File: src/rtl/ram_access_scheduler_if.sv
// Handshake and RAM-port bundle for ram_access_scheduler.
// The slave side is the scheduler; the master side is requesters plus the RAM.
interface ram_access_scheduler_if #(
    parameter int unsigned DATA_WIDTH = 8,
    parameter int unsigned ROWS       = 4,
    parameter int unsigned COLS       = 32
);
    localparam int unsigned RW = $clog2(ROWS);
    localparam int unsigned CW = $clog2(COLS);

    logic                  wr0_req;
    logic [RW-1:0]         wr0_row;
    logic [CW-1:0]         wr0_col;
    logic [DATA_WIDTH-1:0] wr0_data;
    logic                  wr0_ack;
    logic                  wr1_req;
    logic [RW-1:0]         wr1_row;
    logic [CW-1:0]         wr1_col;
    logic [DATA_WIDTH-1:0] wr1_data;
    logic                  wr1_ack;
    logic                  rd_req;
    logic [RW-1:0]         rd_row;
    logic [CW-1:0]         rd_col;
    logic                  rd_valid;
    logic [DATA_WIDTH-1:0] rd_data;
    logic                  clr_req;
    logic                  clr_busy;
    logic                  ram_we;
    logic [RW-1:0]         ram_w_row;
    logic [CW-1:0]         ram_w_col;
    logic [DATA_WIDTH-1:0] ram_din;
    logic [RW-1:0]         ram_r_row;
    logic [CW-1:0]         ram_r_col;
    logic [DATA_WIDTH-1:0] ram_dout;

    modport slave (
        input  wr0_req, wr0_row, wr0_col, wr0_data,
        input  wr1_req, wr1_row, wr1_col, wr1_data,
        input  rd_req, rd_row, rd_col, clr_req, ram_dout,
        output wr0_ack, wr1_ack, rd_valid, rd_data, clr_busy,
        output ram_we, ram_w_row, ram_w_col, ram_din, ram_r_row, ram_r_col
    );

    modport master (
        output wr0_req, wr0_row, wr0_col, wr0_data,
        output wr1_req, wr1_row, wr1_col, wr1_data,
        output rd_req, rd_row, rd_col, clr_req, ram_dout,
        input  wr0_ack, wr1_ack, rd_valid, rd_data, clr_busy,
        input  ram_we, ram_w_row, ram_w_col, ram_din, ram_r_row, ram_r_col
    );
endinterface

File: src/rtl/ram_access_scheduler.sv
// Owns both ports of the row/column scratch RAM: round-robin write arbitration
// between two requesters, a 2-cycle pipelined read channel and a whole-memory clear.
module ram_access_scheduler #(
    parameter int unsigned DATA_WIDTH = 8,
    parameter int unsigned ROWS       = 4,
    parameter int unsigned COLS       = 32
) (
    input  logic                         clk,
    input  logic                         rst,
    ram_access_scheduler_if.slave        bus
);
    localparam int unsigned RW = $clog2(ROWS);
    localparam int unsigned CW = $clog2(COLS);

    typedef enum logic {IDLE, CLEAR} state_t;

    state_t        state;
    logic          rr_ptr;
    logic          rd_p1;
    logic [RW-1:0] clr_row;
    logic [CW-1:0] clr_col;

    logic          elig0_c, elig1_c, grant0_c, grant1_c;
    logic          clr_last_c, col_wrap_c;
    logic [RW-1:0] clr_row_nxt_c;
    logic [CW-1:0] clr_col_nxt_c;

    // A requester whose ack is currently high is skipped, so it never wins twice in a row.
    assign elig0_c  = bus.wr0_req & ~bus.wr0_ack;
    assign elig1_c  = bus.wr1_req & ~bus.wr1_ack;
    assign grant0_c = elig0_c & (~elig1_c | ~rr_ptr);
    assign grant1_c = elig1_c & (~elig0_c |  rr_ptr);

    assign col_wrap_c    = (clr_col == CW'(COLS - 1));
    assign clr_last_c    = col_wrap_c && (clr_row == RW'(ROWS - 1));
    assign clr_col_nxt_c = col_wrap_c ? '0 : clr_col + CW'(1);
    assign clr_row_nxt_c = col_wrap_c ? clr_row + RW'(1) : clr_row;

    assign bus.rd_data = bus.ram_dout;

    always_ff @(posedge clk or posedge rst) begin
        if (rst) begin
            state         <= IDLE;
            rr_ptr        <= 1'b0;
            rd_p1         <= 1'b0;
            clr_row       <= '0;
            clr_col       <= '0;
            bus.wr0_ack   <= 1'b0;
            bus.wr1_ack   <= 1'b0;
            bus.rd_valid  <= 1'b0;
            bus.clr_busy  <= 1'b0;
            bus.ram_we    <= 1'b0;
            bus.ram_w_row <= '0;
            bus.ram_w_col <= '0;
            bus.ram_din   <= '0;
            bus.ram_r_row <= '0;
            bus.ram_r_col <= '0;
        end else begin
            bus.wr0_ack <= 1'b0;
            bus.wr1_ack <= 1'b0;
            case (state)
                IDLE: begin
                    if (bus.clr_req) begin
                        // First clear write goes out on the entry edge, at cell (0,0).
                        state         <= CLEAR;
                        bus.clr_busy  <= 1'b1;
                        bus.ram_we    <= 1'b1;
                        bus.ram_w_row <= '0;
                        bus.ram_w_col <= '0;
                        bus.ram_din   <= '0;
                        clr_row       <= '0;
                        clr_col       <= '0;
                    end else if (grant0_c) begin
                        bus.ram_we    <= 1'b1;
                        bus.ram_w_row <= bus.wr0_row;
                        bus.ram_w_col <= bus.wr0_col;
                        bus.ram_din   <= bus.wr0_data;
                        bus.wr0_ack   <= 1'b1;
                        rr_ptr        <= 1'b1;
                    end else if (grant1_c) begin
                        bus.ram_we    <= 1'b1;
                        bus.ram_w_row <= bus.wr1_row;
                        bus.ram_w_col <= bus.wr1_col;
                        bus.ram_din   <= bus.wr1_data;
                        bus.wr1_ack   <= 1'b1;
                        rr_ptr        <= 1'b0;
                    end else begin
                        bus.ram_we    <= 1'b0;
                    end
                end
                CLEAR: begin
                    if (clr_last_c) begin
                        state        <= IDLE;
                        bus.clr_busy <= 1'b0;
                        bus.ram_we   <= 1'b0;
                    end else begin
                        clr_row       <= clr_row_nxt_c;
                        clr_col       <= clr_col_nxt_c;
                        bus.ram_we    <= 1'b1;
                        bus.ram_w_row <= clr_row_nxt_c;
                        bus.ram_w_col <= clr_col_nxt_c;
                        bus.ram_din   <= '0;
                    end
                end
            endcase

            // Read pipeline runs regardless of state; the RAM adds the second cycle.
            if (bus.rd_req) begin
                bus.ram_r_row <= bus.rd_row;
                bus.ram_r_col <= bus.rd_col;
            end
            rd_p1        <= bus.rd_req;
            bus.rd_valid <= rd_p1;
        end
    end
endmodule

File: src/flat_wrapper.sv
// flat-port wrapper written by rule: the top's interface ports become plain ports
module ram_access_scheduler_flat 
#(
    parameter int unsigned DATA_WIDTH = 8,
    parameter int unsigned ROWS       = 4,
    parameter int unsigned COLS       = 32
)
  (clk, rst, bus_wr0_req, bus_wr0_row, bus_wr0_col, bus_wr0_data, bus_wr1_req, bus_wr1_row, bus_wr1_col, bus_wr1_data, bus_rd_req, bus_rd_row, bus_rd_col, bus_clr_req, bus_ram_dout, bus_wr0_ack, bus_wr1_ack, bus_rd_valid, bus_rd_data, bus_clr_busy, bus_ram_we, bus_ram_w_row, bus_ram_w_col, bus_ram_din, bus_ram_r_row, bus_ram_r_col);
  ram_access_scheduler_if #(.DATA_WIDTH(DATA_WIDTH), .ROWS(ROWS), .COLS(COLS)) bus_i ();
  input  logic clk;
  input  logic rst;
  input wire logic [$bits(bus_i.wr0_req)-1:0] bus_wr0_req;
  input wire logic [$bits(bus_i.wr0_row)-1:0] bus_wr0_row;
  input wire logic [$bits(bus_i.wr0_col)-1:0] bus_wr0_col;
  input wire logic [$bits(bus_i.wr0_data)-1:0] bus_wr0_data;
  input wire logic [$bits(bus_i.wr1_req)-1:0] bus_wr1_req;
  input wire logic [$bits(bus_i.wr1_row)-1:0] bus_wr1_row;
  input wire logic [$bits(bus_i.wr1_col)-1:0] bus_wr1_col;
  input wire logic [$bits(bus_i.wr1_data)-1:0] bus_wr1_data;
  input wire logic [$bits(bus_i.rd_req)-1:0] bus_rd_req;
  input wire logic [$bits(bus_i.rd_row)-1:0] bus_rd_row;
  input wire logic [$bits(bus_i.rd_col)-1:0] bus_rd_col;
  input wire logic [$bits(bus_i.clr_req)-1:0] bus_clr_req;
  input wire logic [$bits(bus_i.ram_dout)-1:0] bus_ram_dout;
  output wire logic [$bits(bus_i.wr0_ack)-1:0] bus_wr0_ack;
  output wire logic [$bits(bus_i.wr1_ack)-1:0] bus_wr1_ack;
  output wire logic [$bits(bus_i.rd_valid)-1:0] bus_rd_valid;
  output wire logic [$bits(bus_i.rd_data)-1:0] bus_rd_data;
  output wire logic [$bits(bus_i.clr_busy)-1:0] bus_clr_busy;
  output wire logic [$bits(bus_i.ram_we)-1:0] bus_ram_we;
  output wire logic [$bits(bus_i.ram_w_row)-1:0] bus_ram_w_row;
  output wire logic [$bits(bus_i.ram_w_col)-1:0] bus_ram_w_col;
  output wire logic [$bits(bus_i.ram_din)-1:0] bus_ram_din;
  output wire logic [$bits(bus_i.ram_r_row)-1:0] bus_ram_r_row;
  output wire logic [$bits(bus_i.ram_r_col)-1:0] bus_ram_r_col;
  assign bus_i.wr0_req = bus_wr0_req;
  assign bus_i.wr0_row = bus_wr0_row;
  assign bus_i.wr0_col = bus_wr0_col;
  assign bus_i.wr0_data = bus_wr0_data;
  assign bus_i.wr1_req = bus_wr1_req;
  assign bus_i.wr1_row = bus_wr1_row;
  assign bus_i.wr1_col = bus_wr1_col;
  assign bus_i.wr1_data = bus_wr1_data;
  assign bus_i.rd_req = bus_rd_req;
  assign bus_i.rd_row = bus_rd_row;
  assign bus_i.rd_col = bus_rd_col;
  assign bus_i.clr_req = bus_clr_req;
  assign bus_i.ram_dout = bus_ram_dout;
  assign bus_wr0_ack = bus_i.wr0_ack;
  assign bus_wr1_ack = bus_i.wr1_ack;
  assign bus_rd_valid = bus_i.rd_valid;
  assign bus_rd_data = bus_i.rd_data;
  assign bus_clr_busy = bus_i.clr_busy;
  assign bus_ram_we = bus_i.ram_we;
  assign bus_ram_w_row = bus_i.ram_w_row;
  assign bus_ram_w_col = bus_i.ram_w_col;
  assign bus_ram_din = bus_i.ram_din;
  assign bus_ram_r_row = bus_i.ram_r_row;
  assign bus_ram_r_col = bus_i.ram_r_col;
  ram_access_scheduler #(.DATA_WIDTH(DATA_WIDTH), .ROWS(ROWS), .COLS(COLS)) u_core (.clk(clk), .rst(rst), .bus(bus_i));
endmodule
File: config.mk
export PLATFORM = sky130hd
export DESIGN_NAME = ram_access_scheduler_flat
export DESIGN_NICKNAME = d
export VERILOG_FILES = /design/src/rtl/ram_access_scheduler_if.sv /design/src/rtl/ram_access_scheduler.sv /design/src/flat_wrapper.sv
export SDC_FILE = /design/constraint.sdc
export NUM_CORES = 1
export LEC_CHECK = 0
export CAP_MARGIN = 20
export CORE_AREA = 2 2 67 69
export CTS_BUF_LIST = sky130_fd_sc_hd__clkbuf_2 sky130_fd_sc_hd__clkbuf_4 sky130_fd_sc_hd__clkbuf_8
export CTS_CLUSTER_SIZE = 30
export DETAILED_ROUTE_END_ITERATION = 10
export DIE_AREA = 0 0 69 71
export GPL_ROUTABILITY_DRIVEN = 0
export PLACE_DENSITY = 0.95
export SLEW_MARGIN = 20
export SYNTH_ARGS = -nofsm -noshare
export SYNTH_HDL_FRONTEND = slang
export SYNTH_SLANG_ARGS = --single-unit
File: constraint.sdc
create_clock -name clk -period 3.07 [get_ports clk]
set_input_delay 0.614 -clock clk [delete_from_list [all_inputs] [get_ports clk]]
set_output_delay 0.614 -clock clk [all_outputs]
set_load 0.05 [all_outputs]
==> qor.log, run 1 <==
qor: cells_and_area.n_fill_cell 346
qor: place.i_o_buffers 69
qor: grt.overflow 0
qor: routing.post_drt_via_cell_ratio 5.25
qor: grt.grt_antenna_before_repair 0
qor: worst_setup_path.timing.critical_path.max_delay_family simple AND/OR/NAND/NOR gates
qor: synthesis.synth_compound_gate_area_share 14.6%
qor: worst_setup_path.startpoint_type flop
qor: clock_tree.numCtsBuffers 5
qor: routing.totalWireLength 4.45 mm
qor: worst_setup_path.critical_path.reg2reg.startpoint u_core.clr_col[0]
qor: cells_and_area.n_antenna_cell 0
qor: synthesis.synth.area.top_cells sky130_fd_sc_hd__dfrtp_1 (51%), sky130_fd_sc_hd__mux2i_1 (6.6%), sky130_fd_sc_hd__mux2_2 (5.0%)
qor: synthesis.synth-async-reset-ratio 100%
qor: synthesis.yosysSeqAreaShare 51.0%
qor: power.clkPwrFrac 27.4%
qor: timing.final.hold.worst_slack 360 ps
qor: timing.report.final.hold_viol_count 0
qor: clock_tree.cts_root_buffer sky130_fd_sc_hd__clkbuf_8
qor: synthesis.synth_top_family_by_area compound AO/OA/AOI/OAI gates
qor: worst_setup_path.critPathArrivalTime 2620 ps
qor: min_path.hold_depth 0
qor: power.combPwrFrac 36.9%
qor: grt.grt_usage 18.8%
qor: cells_and_area.area_delta_synth_final 45.4%
qor: die.effective_utilization_at_floorplan 43.2%
qor: clock_tree.cts_repair_resize_count 0
qor: routing.vias 1495
qor: cells_and_area.drive_above_1_share 14.6%
qor: clock_tree.cts.clk_slew.worst_paths 80 ps
qor: die.overall_die_area 4900 sq um
qor: routing.first_iter_violations 89
qor: synthesis.synth_most_common_cell sky130_fd_sc_hd__dfrtp_1
qor: synthesis.synth_top_area_share 51.0%
qor: timing.setup_viol 0
qor: clock_tree.tritoncts built
qor: die.core_area 4200 sq um
qor: worst_setup_path.critical_path.max_stage_delay 550 ps
qor: synthesis.synth_simple_gate_area_share 12.5%
qor: timing.timing.final.max_slew_violations 0
qor: routing.routedWlPerCell 15.6 microns
qor: min_path.hp-start u_core.rd_p1
qor: synthesis.synth-edff-count 0
qor: run.max-cap-violations 0
qor: clock_tree.clk_latency 290 ps
qor: synthesis.post_synth_xor_area_fraction 0.964%
qor: min_path.worstHoldEndpoint u_core.bus.rd_valid
qor: power.cell_internal_pwr 1.22 mW
qor: worst_setup_path.reg2regPathDepth 8
qor: worst_setup_path.path_buf_inv 1
qor: clock_tree.cts_sinks 37
qor: routing.met2_wirelength 2.28 mm
qor: clock_tree.cts_hold_buffers 0
qor: synthesis.yosys.cell_types.count 33
qor: worst_setup_path.worstPathCellList ha_1, and3_1, ha_1, nand3_1, o31ai_4, buf_4, or4b_1, o211ai_1
qor: worst_setup_path.rrSetupSlack 660 ps
qor: clock_tree.post-cts-setup-buffer-count 0
qor: synthesis.synth_seq_cells 37
qor: synthesis.synthDominantAreaCellType sky130_fd_sc_hd__dfrtp_1
qor: worst_setup_path.timing.critical_path.mode_cell sky130_fd_sc_hd__ha_1
qor: synthesis.avgSynthCellArea 10.9 sq um
qor: die.placement_rows 24
qor: grt.first_pass_grt_wire_length 7.27 mm
qor: timing.slew-limit-headroom 53.5%
qor: grt.maximum_number_of_pins_on_one_net_before_global_route_repair 20
qor: die.die-height 71 microns
qor: worst_setup_path.critical_path_class flop to flop
qor: timing.setup_total_negative_slack 0 ps
qor: synthesis.syn-cell-area 1820 sq um
qor: power.power.switching_fraction 35.2%
qor: power.seq_power_share 35.8%
qor: die.chipWidth 69 microns
qor: die.io-pin-count 86
qor: timing.skew 4.56 ps
qor: timing.unrepaired_setup_endpoints_after_global_routing false
qor: clock_tree.deepest_level_of_the_cts_h_tree 2
qor: place.dp_hpwl 3.32 mm
qor: worst_setup_path.cp-end-kind flop
qor: routing.routed-wl-met3 295 microns
qor: routing.drtPass1Iterations 4
qor: timing.worstMarginPinSlew 696 ps
qor: synthesis.synth_flop_cell sky130_fd_sc_hd__dfrtp_1
qor: cells_and_area.finalCoreUtilization 62.8%
qor: power.net_switching_power 0.663 mW
qor: clock_tree.cts_buffer_depth 2
qor: worst_setup_path.crit_path_top_delay_cell sky130_fd_sc_hd__or4b_1
qor: synthesis.post_synth_fa_ha_maj_area_fraction 2.75%
qor: timing.fmax 415 MHz
qor: timing.period_utilization 78.5%
qor: synthesis.synth_net_count 221
qor: routing.top_signal_layer_used met4
qor: worst_setup_path.reg2reg_to u_core.bus.ram_w_col[0]
qor: routing.drc_errors 0
qor: worst_setup_path.crit_path_max_fanout 16
qor: synthesis.synthMuxAreaShare 11.6%
qor: routing.met1_length 1.78 mm
qor: cells_and_area.fin_nets 287
qor: synthesis.postSynthCellCount 166
qor: synthesis.synth_warnings 0
qor: routing.final_antenna_net_count 0
qor: power.leakagePower 1.19 nW
qor: outcome.run_status finished clean
qor: synthesis.synth.top_cells.by_count sky130_fd_sc_hd__dfrtp_1 (37), sky130_fd_sc_hd__nand2_1 (18), sky130_fd_sc_hd__mux2i_1 (12)
qor: timing.finalCriticalPeriod 2410 ps
qor: min_path.hold_class flop to flop
qor: worst_setup_path.critPathRequiredTime 3280 ps
qor: power.p_per_area 713 nW/um^2
qor: grt.grt_pass1_vias 1538
qor: power.vdd_drop_max 0.479 mV
[power by group through the flow]
stage / clock, mW / combinational [mW] / sequential [mW]
global placement: 0 / 0.673 / 0.673
floorplan: 0 / 0.298 / 0.858
global route: 0.544 / 0.739 / 0.686
CTS: 0.520 / 0.697 / 0.672
finish: 0.516 / 0.694 / 0.673
detailed placement: 0 / 0.696 / 0.682
[worst max path at each step]
stage | from | to | slack (ps) | cells after the start
2_1_floorplan | u_core.clr_col[0] | u_core.bus.ram_w_col[0] | 1050 | 7
3_3_place_gp | bus_clr_req | u_core.bus.ram_w_col[0] | 700 | 7
3_5_place_dp | bus_clr_req | u_core.bus.ram_w_col[0] | 660 | 7
4_1_cts | u_core.clr_col[0] | u_core.bus.ram_w_col[0] | 670 | 8
5_1_grt | u_core.clr_col[0] | u_core.bus.ram_w_col[0] | 530 | 9
6_report | u_core.clr_col[0] | u_core.bus.ram_w_col[0] | 660 | 8
[per-stage QoR]
stage	power, mW	worst slack (ps)	area [sq um]	std cells
after floorplan	1.16	1050	1820	166
after global placement	1.35	700	2500	277
after detailed placement	1.38	663	2500	277
after CTS	1.89	672	2640	285
after global routing	1.97	525	2640	285
final	1.88	661	2640	285
[cell families (layout without fill, tap and decap cells)]
logic type | Yosys count | after routing
AOI/OAI and AO/OA | 37 | 37
muxes | 20 | 20
buffers and inverters | 20 | 87
DFF | 37 | 37
and+or+nand+nor | 46 | 46
xor gates and xnor gates | 2 | 2
adders and majority gates | 4 | 4
[cells in the final DEF (no fill, tap or decap), types with 2 or more instances in the layout]
cell,n
sky130_fd_sc_hd__mux2_2,8
sky130_fd_sc_hd__mux2i_1,12
sky130_fd_sc_hd__o22ai_1,2
sky130_fd_sc_hd__dfrtp_1,37
sky130_fd_sc_hd__ha_1,4
sky130_fd_sc_hd__o21ai_2,9
sky130_fd_sc_hd__inv_1,5
sky130_fd_sc_hd__nand3_1,6
sky130_fd_sc_hd__and3_1,5
sky130_fd_sc_hd__nand2b_1,5
sky130_fd_sc_hd__nand2_1,18
sky130_fd_sc_hd__nor2_1,7
sky130_fd_sc_hd__a21o_1,2
sky130_fd_sc_hd__a21oi_1,8
sky130_fd_sc_hd__clkbuf_8,5
sky130_fd_sc_hd__bufinv_16,2
sky130_fd_sc_hd__xor2_1,2
sky130_fd_sc_hd__clkdlybuf4s50_1,69
sky130_fd_sc_hd__buf_4,4
sky130_fd_sc_hd__a31oi_1,2
sky130_fd_sc_hd__a22o_1,2
sky130_fd_sc_hd__o21ai_0,7
[sequential cells by signal, summed over array words and instances (netlist names), 2 cells and up]
name / cells
u_core.bus.ram_w_col: 5
u_core.bus.ram_w_row: 2
u_core.bus.ram_r_row: 2
u_core.bus.ram_din: 8
u_core.clr_col: 5
u_core.clr_row: 2
u_core.bus.ram_r_col: 5
[metal layers]
layer / track usage [%] / vias to the layer above
li1: - / 703
met1: 22.0 / 715
met2: 32.2 / 65
met3: 6.41 / 12
met4: 6.75 / 0
met5: 0 / -
[area by class of cell]
class / count / area (sq um) / share of cell area (%)
clock inverters: 3 / 68.8 / 2.61
clock buffers: 5 / 68.8 / 2.61
well taps: 52 / 65.1 / 2.46
flip-flops and latches: 37 / 926 / 35.1
multi-input cells: 109 / 769 / 29.1
repair buffers: 73 / 721 / 27.3
inverters: 6 / 22.5 / 0.853
Note: power is estimated with default switching activity, not from simulation.
==> inputs of run 2 (changes only) <==
--- a/config.mk
+++ b/config.mk
@@ -6,13 +6,13 @@
 export NUM_CORES = 1
 export LEC_CHECK = 0
 export CAP_MARGIN = 20
-export CORE_AREA = 2 2 67 69
+export CORE_AREA = 2 2 69 71
 export CTS_BUF_LIST = sky130_fd_sc_hd__clkbuf_2 sky130_fd_sc_hd__clkbuf_4 sky130_fd_sc_hd__clkbuf_8
 export CTS_CLUSTER_SIZE = 30
 export DETAILED_ROUTE_END_ITERATION = 10
-export DIE_AREA = 0 0 69 71
+export DIE_AREA = 0 0 71 73
 export GPL_ROUTABILITY_DRIVEN = 0
-export PLACE_DENSITY = 0.95
+export PLACE_DENSITY = 0.92
 export SLEW_MARGIN = 20
 export SYNTH_ARGS = -nofsm -noshare
 export SYNTH_HDL_FRONTEND = slang
==> constraint.sdc (replaced) <==
create_clock -name clk -period 2.27 [get_ports clk]
set_input_delay 0.454 -clock clk [delete_from_list [all_inputs] [get_ports clk]]
set_output_delay 0.454 -clock clk [all_outputs]
set_load 0.05 [all_outputs]
==> qor.log, run 2 (synthesized netlist as in run 1, its figures left out) <==
qor: timing.report.final.hold_viol_count 0
qor: min_path.hp-start u_core.rd_p1
qor: power.combPwrFrac 40.7%
qor: run.max-cap-violations 0
qor: clock_tree.cts_hold_buffers 0
qor: worst_setup_path.critPathArrivalTime 2310 ps
qor: clock_tree.cts.clk_slew.worst_paths 70 ps
qor: power.clkPwrFrac 20.2%
qor: grt.first_pass_grt_wire_length 7.13 mm
qor: die.effective_utilization_at_floorplan 40.1%
qor: cells_and_area.registers.top_by_ff_count u_core.bus.ram_din
qor: cells_and_area.design_area 2630 sq um
qor: grt.grt_usage 18.0%
qor: timing.worstMarginPinSlew 545 ps
qor: die.placement_rows 25
qor: clock_tree.numCtsBuffers 5
qor: power.seq_power_share 39.1%
qor: cells_and_area.fin_nets 289
qor: place.placed_area 2530 sq um
qor: grt.grt_antenna_before_repair 0
qor: worst_setup_path.rrSetupSlack 180 ps
qor: grt.overflow 0
qor: worst_setup_path.crit_path_max_fanout 5
qor: die.chipWidth 71 microns
qor: power.power.switching_fraction 37.2%
qor: worst_setup_path.reg2reg_to u_core.bus.ram_w_col[0]
qor: timing.unrepaired_setup_endpoints_after_global_routing false
qor: die.core_area 4540 sq um
qor: power.p_per_area 881 nW/um^2
qor: die.overall_die_area 5180 sq um
qor: worst_setup_path.cp-end-kind flop
qor: clock_tree.tritoncts built
qor: power.vdd_drop_max 0.497 mV
qor: worst_setup_path.startpoint_type flop
qor: cells_and_area.finalCoreUtilization 58.0%
qor: cells_and_area.n_fill_cell 395
qor: min_path.hold_depth 0
qor: routing.totalWireLength 4.33 mm
qor: outcome.run_status finished clean
qor: timing.period_utilization 92.2%
qor: timing.finalCriticalPeriod 2090 ps
qor: cells_and_area.drive_above_1_share 15.4%
qor: worst_setup_path.timing.critical_path.mode_cell sky130_fd_sc_hd__ha_1
qor: cells_and_area.most-common-layout-cells sky130_fd_sc_hd__clkdlybuf4s50_1 (69), sky130_fd_sc_hd__dfrtp_1 (37), sky130_fd_sc_hd__nand2_1 (18)
qor: worst_setup_path.worstPathCellList ha_1, and3_1, ha_1, nand3_2, o31ai_4, or4b_1, o211ai_1
qor: min_path.worstHoldEndpoint u_core.bus.rd_valid
qor: clock_tree.deepest_level_of_the_cts_h_tree 2
qor: routing.final_antenna_net_count 0
qor: timing.setup_total_negative_slack 0 ps
qor: timing.timing.final.max_slew_violations 0
qor: cells_and_area.final_common_cell sky130_fd_sc_hd__clkdlybuf4s50_1
qor: die.io-pin-count 86
qor: worst_setup_path.critical_path.max_stage_delay 540 ps
qor: routing.drc_errors 0
qor: min_path.hold_class flop to flop
qor: worst_setup_path.crit_path_top_delay_cell sky130_fd_sc_hd__or4b_1
qor: clock_tree.cts_sinks 37
qor: power.leakagePower 1.18 nW
qor: worst_setup_path.critical_path_class flop to flop
qor: clock_tree.clk_latency 290 ps
qor: routing.post_drt_via_cell_ratio 5.03
qor: clock_tree.cts_repair_resize_count 0
qor: worst_setup_path.critPathRequiredTime 2480 ps
qor: cells_and_area.area_delta_synth_final 44.7%
qor: routing.routedWlPerCell 15.0 microns
qor: timing.fmax 478 MHz
qor: cells_and_area.n_antenna_cell 0
qor: worst_setup_path.critical_path.reg2reg.startpoint u_core.clr_col[0]
qor: routing.vias 1448
qor: clock_tree.cts_root_buffer sky130_fd_sc_hd__clkbuf_8
qor: grt.maximum_number_of_pins_on_one_net_before_global_route_repair 38
qor: worst_setup_path.reg2regPathDepth 7
qor: die.die-height 73 microns
qor: grt.grt_pass1_vias 1530
qor: power.cell_internal_pwr 1.45 mW
qor: clock_tree.post-cts-setup-buffer-count 0
qor: place.dp_hpwl 3.27 mm
qor: timing.setup_viol 0
qor: place.i_o_buffers 69
qor: clock_tree.cts_buffer_depth 2
qor: routing.drtPass1Iterations 4
qor: power.net_switching_power 0.860 mW
qor: timing.slew-limit-headroom 63.6%
qor: routing.first_iter_violations 94
qor: timing.skew 7.60 ps
qor: cells_and_area.largest_register_ff_count 8
-- run 2: cell types whose count changed in the layout (fill, tap and decap cells not counted), sizes merged --
cell,before,now
clkinvlp,0,1
bufinv,2,0
buf,4,6
clkbuf,5,6
inv,7,6
-- run 2: stage by stage --
step                      setup WS, ps  hold WS [ps]  power [mW]  cells
after floorplan                    249           331        1.56    166
after global placement             153           336        1.83    281
after detailed placement          74.6           337        1.86    281
after CTS                         80.5           358        2.34    288
after global routing              43.0           372        2.46    288
final                              176           357        2.31    288
-- run 2: critical path: cells and delay by family (launching register included) --
family | cells | cell delay, ps
flip-flops | 1 | 410
AND/OR/NAND/NOR | 3 | 900
adder cells (fa/ha/maj) | 2 | 490
AO/OA/AOI/OAI | 2 | 220
-- run 2: final cells by class --
type / count / area [sq um] / share of cell area, %
Multi-Input combinational cell: 109 / 774 / 29.5
Timing Repair Buffer: 75 / 748 / 28.5
Inverter: 6 / 22.5 / 0.857
Clock buffer: 6 / 82.6 / 3.14
Tap cell: 54 / 67.6 / 2.57
Sequential cell: 37 / 926 / 35.2
Clock inverter: 1 / 7.51 / 0.286
-- run 2: worst max path at each step --
stage	depth (start not counted)	end	startpoint
6_report	7	u_core.bus.ram_w_col[0]	u_core.clr_col[0]
5_1_grt	8	u_core.bus.ram_w_col[0]	u_core.clr_col[0]
4_1_cts	7	u_core.bus.ram_w_col[0]	u_core.clr_col[0]
3_5_place_dp	6	u_core.bus.ram_w_col[0]	bus_clr_req
3_3_place_gp	6	u_core.bus.ram_din[3]	bus_clr_req
2_1_floorplan	7	u_core.bus.ram_w_col[0]	u_core.clr_col[0]
-- run 2: power groups by stage --
stage,clock [mW],sequential (mW),combinational [mW]
floorplan,0,1.16,0.402
global placement,0,0.906,0.922
detailed placement,0,0.916,0.944
CTS,0.486,0.904,0.947
global route,0.512,0.923,1.03
finish,0.467,0.905,0.942
-- run 2: routing by layer --
metal | wire length [microns] | track usage (%) | part of all wire [%]
met2 | 2160 | 29.0 | 50
met1 | 1790 | 21.6 | 41
met3 | 249 | 6.08 | 5.7
met5 | 0 | 0 | 0
met4 | 125 | 9.22 | 2.9
